### config.mk
export PLATFORM = sky130hd
export DESIGN_NAME = count_checker_4bit_flat
export DESIGN_NICKNAME = d
export VERILOG_FILES = /design/src/rtl/count_checker_4bit_if.sv /design/src/rtl/count_checker_4bit.sv /design/src/flat_wrapper.sv
export SDC_FILE = /design/constraint.sdc
export NUM_CORES = 1
export LEC_CHECK = 0
export ABC_AREA = 1
export BUFFER_PORTS_ARGS = -buffer_cell sky130_fd_sc_hd__buf_2
export CAP_MARGIN = 20
export CORE_UTILIZATION = 62
export CTS_BUF_LIST = sky130_fd_sc_hd__clkbuf_4 sky130_fd_sc_hd__clkbuf_8
export CTS_CLUSTER_DIAMETER = 100
export DETAILED_ROUTE_END_ITERATION = 8
export GPL_TIMING_DRIVEN = 0
export PLACE_DENSITY = 0.95
export REMOVE_ABC_BUFFERS = 1
export SYNTH_ARGS = -nofsm -noshare
export SYNTH_HDL_FRONTEND = slang
export SYNTH_SLANG_ARGS = --single-unit
### constraint.sdc
create_clock -name clk -period 4.2 [get_ports clk]
set_input_delay 0.21 -clock clk [delete_from_list [all_inputs] [get_ports clk]]
set_output_delay 0.21 -clock clk [all_outputs]
set_load 0.03 [all_outputs]
### src/rtl/count_checker_4bit_if.sv
// Sample/result bundle between a counter source and count_checker_4bit.
// The source drives the sample side; the checker answers with lock/error status.
interface count_checker_4bit_if #(
  parameter int unsigned ERR_W = 8
);
  logic             en;
  logic             sel;
  logic [3:0]       cnt_in;
  logic             clr_err;
  logic             locked;
  logic             err;
  logic             wrap;
  logic [ERR_W-1:0] err_cnt;

  modport master (
    output en, sel, cnt_in, clr_err,
    input  locked, err, wrap, err_cnt
  );

  modport slave (
    input  en, sel, cnt_in, clr_err,
    output locked, err, wrap, err_cnt
  );
endinterface

### src/rtl/count_checker_4bit.sv
// Watches a 4-bit up/down counter, locks after LOCK_LEN good steps and
// flags/counts step errors while locked.
module count_checker_4bit #(
  parameter int unsigned LOCK_LEN = 2,
  parameter int unsigned ERR_W    = 8
) (
  input logic                 clk,
  input logic                 rst,
  count_checker_4bit_if.slave bus
);

  typedef enum logic [1:0] {
    UNLOCKED = 2'd0,
    SYNC     = 2'd1,
    LOCKED   = 2'd2
  } state_t;

  localparam logic [ERR_W-1:0] CNT_MAX = '1;

  state_t     state;
  logic [3:0] prev;
  logic [3:0] run;
  logic [1:0] rst_sync;
  logic       ready;
  logic       accept;
  logic       match;
  logic       wrap_step;
  logic       inc_err;
  logic [3:0] exp_val;

  // Release synchroniser: samples are ignored until two edges after rst drops.
  always_ff @(posedge clk or posedge rst) begin
    if (rst) rst_sync <= 2'b11;
    else     rst_sync <= {rst_sync[0], 1'b0};
  end

  assign ready = ~rst_sync[1];

  always_comb begin
    accept    = bus.en & ready;
    exp_val   = bus.sel ? (prev + 4'd1) : (prev - 4'd1);
    match     = (bus.cnt_in == exp_val);
    wrap_step = bus.sel ? ((prev == 4'hF) && (bus.cnt_in == 4'h0))
                        : ((prev == 4'h0) && (bus.cnt_in == 4'hF));
    inc_err   = accept && (state == LOCKED) && !match;
  end

  always_ff @(posedge clk or posedge rst) begin
    if (rst) begin
      state       <= UNLOCKED;
      prev        <= 4'd0;
      run         <= 4'd0;
      bus.locked  <= 1'b0;
      bus.err     <= 1'b0;
      bus.wrap    <= 1'b0;
      bus.err_cnt <= '0;
    end else begin
      bus.err  <= 1'b0;
      bus.wrap <= 1'b0;
      if (accept) begin
        prev <= bus.cnt_in;
        unique case (state)
          UNLOCKED: begin
            run        <= 4'd0;
            state      <= SYNC;
            bus.locked <= 1'b0;
          end
          SYNC: begin
            if (match) begin
              run <= run + 4'd1;
              if ((run + 4'd1) == 4'(LOCK_LEN)) begin
                state      <= LOCKED;
                bus.locked <= 1'b1;
              end
            end else begin
              run <= 4'd0;
            end
          end
          LOCKED: begin
            if (match) begin
              bus.wrap <= wrap_step;
            end else begin
              bus.err    <= 1'b1;
              run        <= 4'd0;
              state      <= SYNC;
              bus.locked <= 1'b0;
            end
          end
          default: begin
            run        <= 4'd0;
            state      <= UNLOCKED;
            bus.locked <= 1'b0;
          end
        endcase
      end
      // Clear wins over a same-cycle increment; the count never wraps.
      if (bus.clr_err)
        bus.err_cnt <= '0;
      else if (inc_err && (bus.err_cnt != CNT_MAX))
        bus.err_cnt <= bus.err_cnt + ERR_W'(1);
    end
  end

endmodule

### src/flat_wrapper.sv
// flat-port wrapper written by rule: the top's interface ports become plain ports
module count_checker_4bit_flat 
#(
  parameter int unsigned LOCK_LEN = 2,
  parameter int unsigned ERR_W    = 8
)
  (clk, rst, bus_en, bus_sel, bus_cnt_in, bus_clr_err, bus_locked, bus_err, bus_wrap, bus_err_cnt);
  count_checker_4bit_if #(.ERR_W(ERR_W)) bus_i ();
  input logic clk;
  input logic rst;
  input wire logic [$bits(bus_i.en)-1:0] bus_en;
  input wire logic [$bits(bus_i.sel)-1:0] bus_sel;
  input wire logic [$bits(bus_i.cnt_in)-1:0] bus_cnt_in;
  input wire logic [$bits(bus_i.clr_err)-1:0] bus_clr_err;
  output wire logic [$bits(bus_i.locked)-1:0] bus_locked;
  output wire logic [$bits(bus_i.err)-1:0] bus_err;
  output wire logic [$bits(bus_i.wrap)-1:0] bus_wrap;
  output wire logic [$bits(bus_i.err_cnt)-1:0] bus_err_cnt;
  assign bus_i.en = bus_en;
  assign bus_i.sel = bus_sel;
  assign bus_i.cnt_in = bus_cnt_in;
  assign bus_i.clr_err = bus_clr_err;
  assign bus_locked = bus_i.locked;
  assign bus_err = bus_i.err;
  assign bus_wrap = bus_i.wrap;
  assign bus_err_cnt = bus_i.err_cnt;
  count_checker_4bit #(.LOCK_LEN(LOCK_LEN), .ERR_W(ERR_W)) u_core (.clk(clk), .rst(rst), .bus(bus_i));
endmodule
==> flow_metrics.env <==
export IMPL_hp_class="input pin to async pin"
export IMPL_fp_dieW_microns=47.90
export IMPL_clock_sinks=22
export IMPL_placed_cell_area_sq_mm=0.001431
export IMPL_n_antenna_cell=0
export IMPL_synth_most_common_cell="nand2_1"
export IMPL_clockRootBuffer="clkbuf_4"
export IMPL_outcome="completed"
export IMPL_cts_tree="yes"
export IMPL_critPathMaxFanout=10
export IMPL_ys_ff_latch=22
export IMPL_fillers=164
export IMPL_synthCells=168
export IMPL_synth_top_cell_area_share=0.3831
export IMPL_ys_async_sr_fraction=1.000
export IMPL_clk_latency_ns=0.30
export IMPL_firstDrtPassIters=5
export IMPL_fp_dieArea_sq_mm=0.002294
export IMPL_initialDrtViolationCount=23
export IMPL_start_kind="flop"
export IMPL_placementRows=16
export IMPL_fin_skew_ns=0.001077
export IMPL_cts_buffer_depth=2
export IMPL_power_per_cell_area_mw_per_mm2=289.9
export IMPL_cp_data_arrival_time_ns=2.22
export IMPL_numPortBuffers=19
export IMPL_criticalPathCategory="flop to flop"
export IMPL_dp_hpwl_microns=1986
export IMPL_synth_largest_area_cell="dfrtp_1"
export IMPL_syn_area_sq_mm=0.001306
export IMPL_crit_path_end_kind="flop"
export IMPL_ys_warn_count=0
export IMPL_grt_pass1_wl_microns=4050
export IMPL_p_leak_nw=0.7979
export IMPL_tns_ns=0
export IMPL_max_slew_worst_pin_slew_ns=0.7809
export IMPL_cts_buffers=3
export IMPL_drive_gt1_frac=0.1842
export IMPL_cts_resized=0
export IMPL_postCtsHoldBufs=0
export IMPL_via_per_inst=5.567
export IMPL_grt_pass1_vias=988
export IMPL_rsz0062_at_grt="false"
export IMPL_synthTopCellsByCount="nand2_1 (47), nand3_1 (22), dfrtp_1 (20)"
export IMPL_place_inst=213
export IMPL_start_util=0.6658
export IMPL_ant_nets=0
export IMPL_rr_startpoint="u_core.prev[0]$_DFFE_PP0P_"
export IMPL_synth_area_per_cell_sq_um=7.775
export IMPL_drt_wirelength_per_cell_microns=12.64
export IMPL_drc=0
export IMPL_final_cells=217
export IMPL_post_cts_repair_setup_buffers=0
export IMPL_synth_main_ff_cell="dfrtp_1"
export IMPL_final_hold_violation_count=0
export IMPL_drv_slew=0
export IMPL_antenna_found_initial=0
export IMPL_grt_max_degree=23
export IMPL_final_nets=206
export IMPL_synth_area_top_cells="dfrtp_1 (38%), nand2_1 (14%), nand3_1 (8.4%), inv_1 (5.5%), ha_1 (4.8%)"
export IMPL_vdd_drop_max_mv=0.2033
export IMPL_startpoint="u_core.prev[0]$_DFFE_PP0P_"
export IMPL_place_gp_congestion=0.8333
export IMPL_area_growth_syn_to_layout_pct=12.36
export IMPL_finalCritPeriodShare=0.4805
export IMPL_required_ns=4.40
export IMPL_seq_area_frac_synth=0.4234
export IMPL_grt_total_usage=0.2553
export IMPL_die_h_microns=47.90
export IMPL_setup_viol=0
export IMPL_path_clk_slew_ns=0.12
export IMPL_drt_total_wl_microns=2742
export IMPL_num_io_pins=20
export IMPL_htree_levels=1
export IMPL_max_slew_margin_rel=0.4788
export IMPL_num_vias=1208
export IMPL_rrSetupSlack_ns=2.18
export IMPL_drv_cap=0
export IMPL_clock_fmax_mhz=495.6
export IMPL_stdcell_area_sq_mm=0.001468
export IMPL_synth_cell_types=27
export IMPL_final_util=0.7481
export IMPL_globalRouteOverflowTotal=0
export IMPL_coreArea_sq_mm=0.001962
export IMPL_period_minus_slack_ns=2.018
export IMPL_synth_edf_count=0
==> power by group <==
part	internal [W]	switching, W
sequential	0.000221	0.00000943
clock	0.0000528	0.0000613
combinational	0.0000270	0.0000542
==> placed cells by master (no fill, tap or decap), drive strengths merged <==
cell type / count
fa: 1
nand3: 23
a21oi: 1
dfstp: 2
xor2: 4
o211ai: 1
nor3: 1
conb: 1
nor4: 1
ha: 5
xnor2: 4
clkbuf: 4
nand2: 51
nor3b: 1
dfrtp: 20
nor2: 17
clkinv: 2
nand4: 3
buf: 19
o21ai: 9
inv: 20
==> path summary, 6_finish.rpt <==
check | cells after the start | to
setup reg to reg | 9 | u_core.bus.err_cnt[4]$_DFFE_PP0P_
hold reg to reg | 0 | u_core.rst_sync[1]$_DFF_PP1_
setup / recovery | 9 | u_core.bus.err_cnt[4]$_DFFE_PP0P_
hold / removal | 2 | u_core.bus.err_cnt[3]$_DFFE_PP0P_
max in group asynchronous | 2 | u_core.bus.wrap$_DFF_PP0_
min in group clk | 3 | u_core.prev[3]$_DFFE_PP0P_
==> routing by layer <==
metal / global-route usage / up-vias / part of all wire
met3: 0.02264 / 8 / 0.051
met4: 0.08333 / 0 / 0.019
met5: 0 / - / 0
met2: 0.4811 / 51 / 0.53
li1: - / 580 / -
met1: 0.3014 / 569 / 0.40
==> worst max-delay path, stage by stage (launching register included) <==
cell and delay, ns:
dfrtp_1 0.47, fa_1 0.55, xnor2_1 0.11, o21ai_0 0.12
nor2_2 0.21, nand2_4 0.10, nand3_4 0.14, nand2_2 0.09
nand2_1 0.07, nand2_1 0.05
==> logic make-up (layout without fill, tap and decap cells) <==
kind of cell / count (synthesis) / after routing / share of synthesized area
simple gates: 97 / 97 / 0.3468
flops: 22 / 22 / 0.4234
fa+ha+maj: 6 / 6 / 0.06322
buf+inv: 23 / 45 / 0.06609
other cells: 1 / 1 / 0.002871
compound gates: 11 / 11 / 0.04406
xor+xnor: 8 / 8 / 0.05363
==> state kept, by name (all words and copies together), names as in the netlist <==
| register | flops |
|---|---|
| u_core.bus.err | 1 |
| u_core.bus.err_cnt | 8 |
| u_core.bus.wrap | 1 |
| u_core.prev | 4 |
| u_core.rst_sync | 2 |
| u_core.run | 4 |
| u_core.state | 2 |
==> stage by stage <==
step / power [W] / hold slack [ns] / setup slack, ns
final: 0.0004255 / 0.03382 / 2.182
after global routing: 0.0004434 / 0.1250 / 2.079
after CTS: 0.0004245 / 0.06768 / 2.223
after detailed placement: 0.0003124 / 0.3495 / 2.224
after global placement: 0.0003058 / 0.3459 / 2.273
after floorplan: 0.0002905 / 0.1977 / 2.412
==> area by class of cell <==
type	instances	area, sq um	area share
Clock buffer	4	36.28	0.02472
Inverter	22	82.58	0.05627
Multi-Input combinational cell	123	666.9	0.4544
Sequential cell	22	553.0	0.3768
Tap cell	27	33.78	0.02302
Timing Repair Buffer	19	95.09	0.06479
Power figures use the tool's default switching activity.
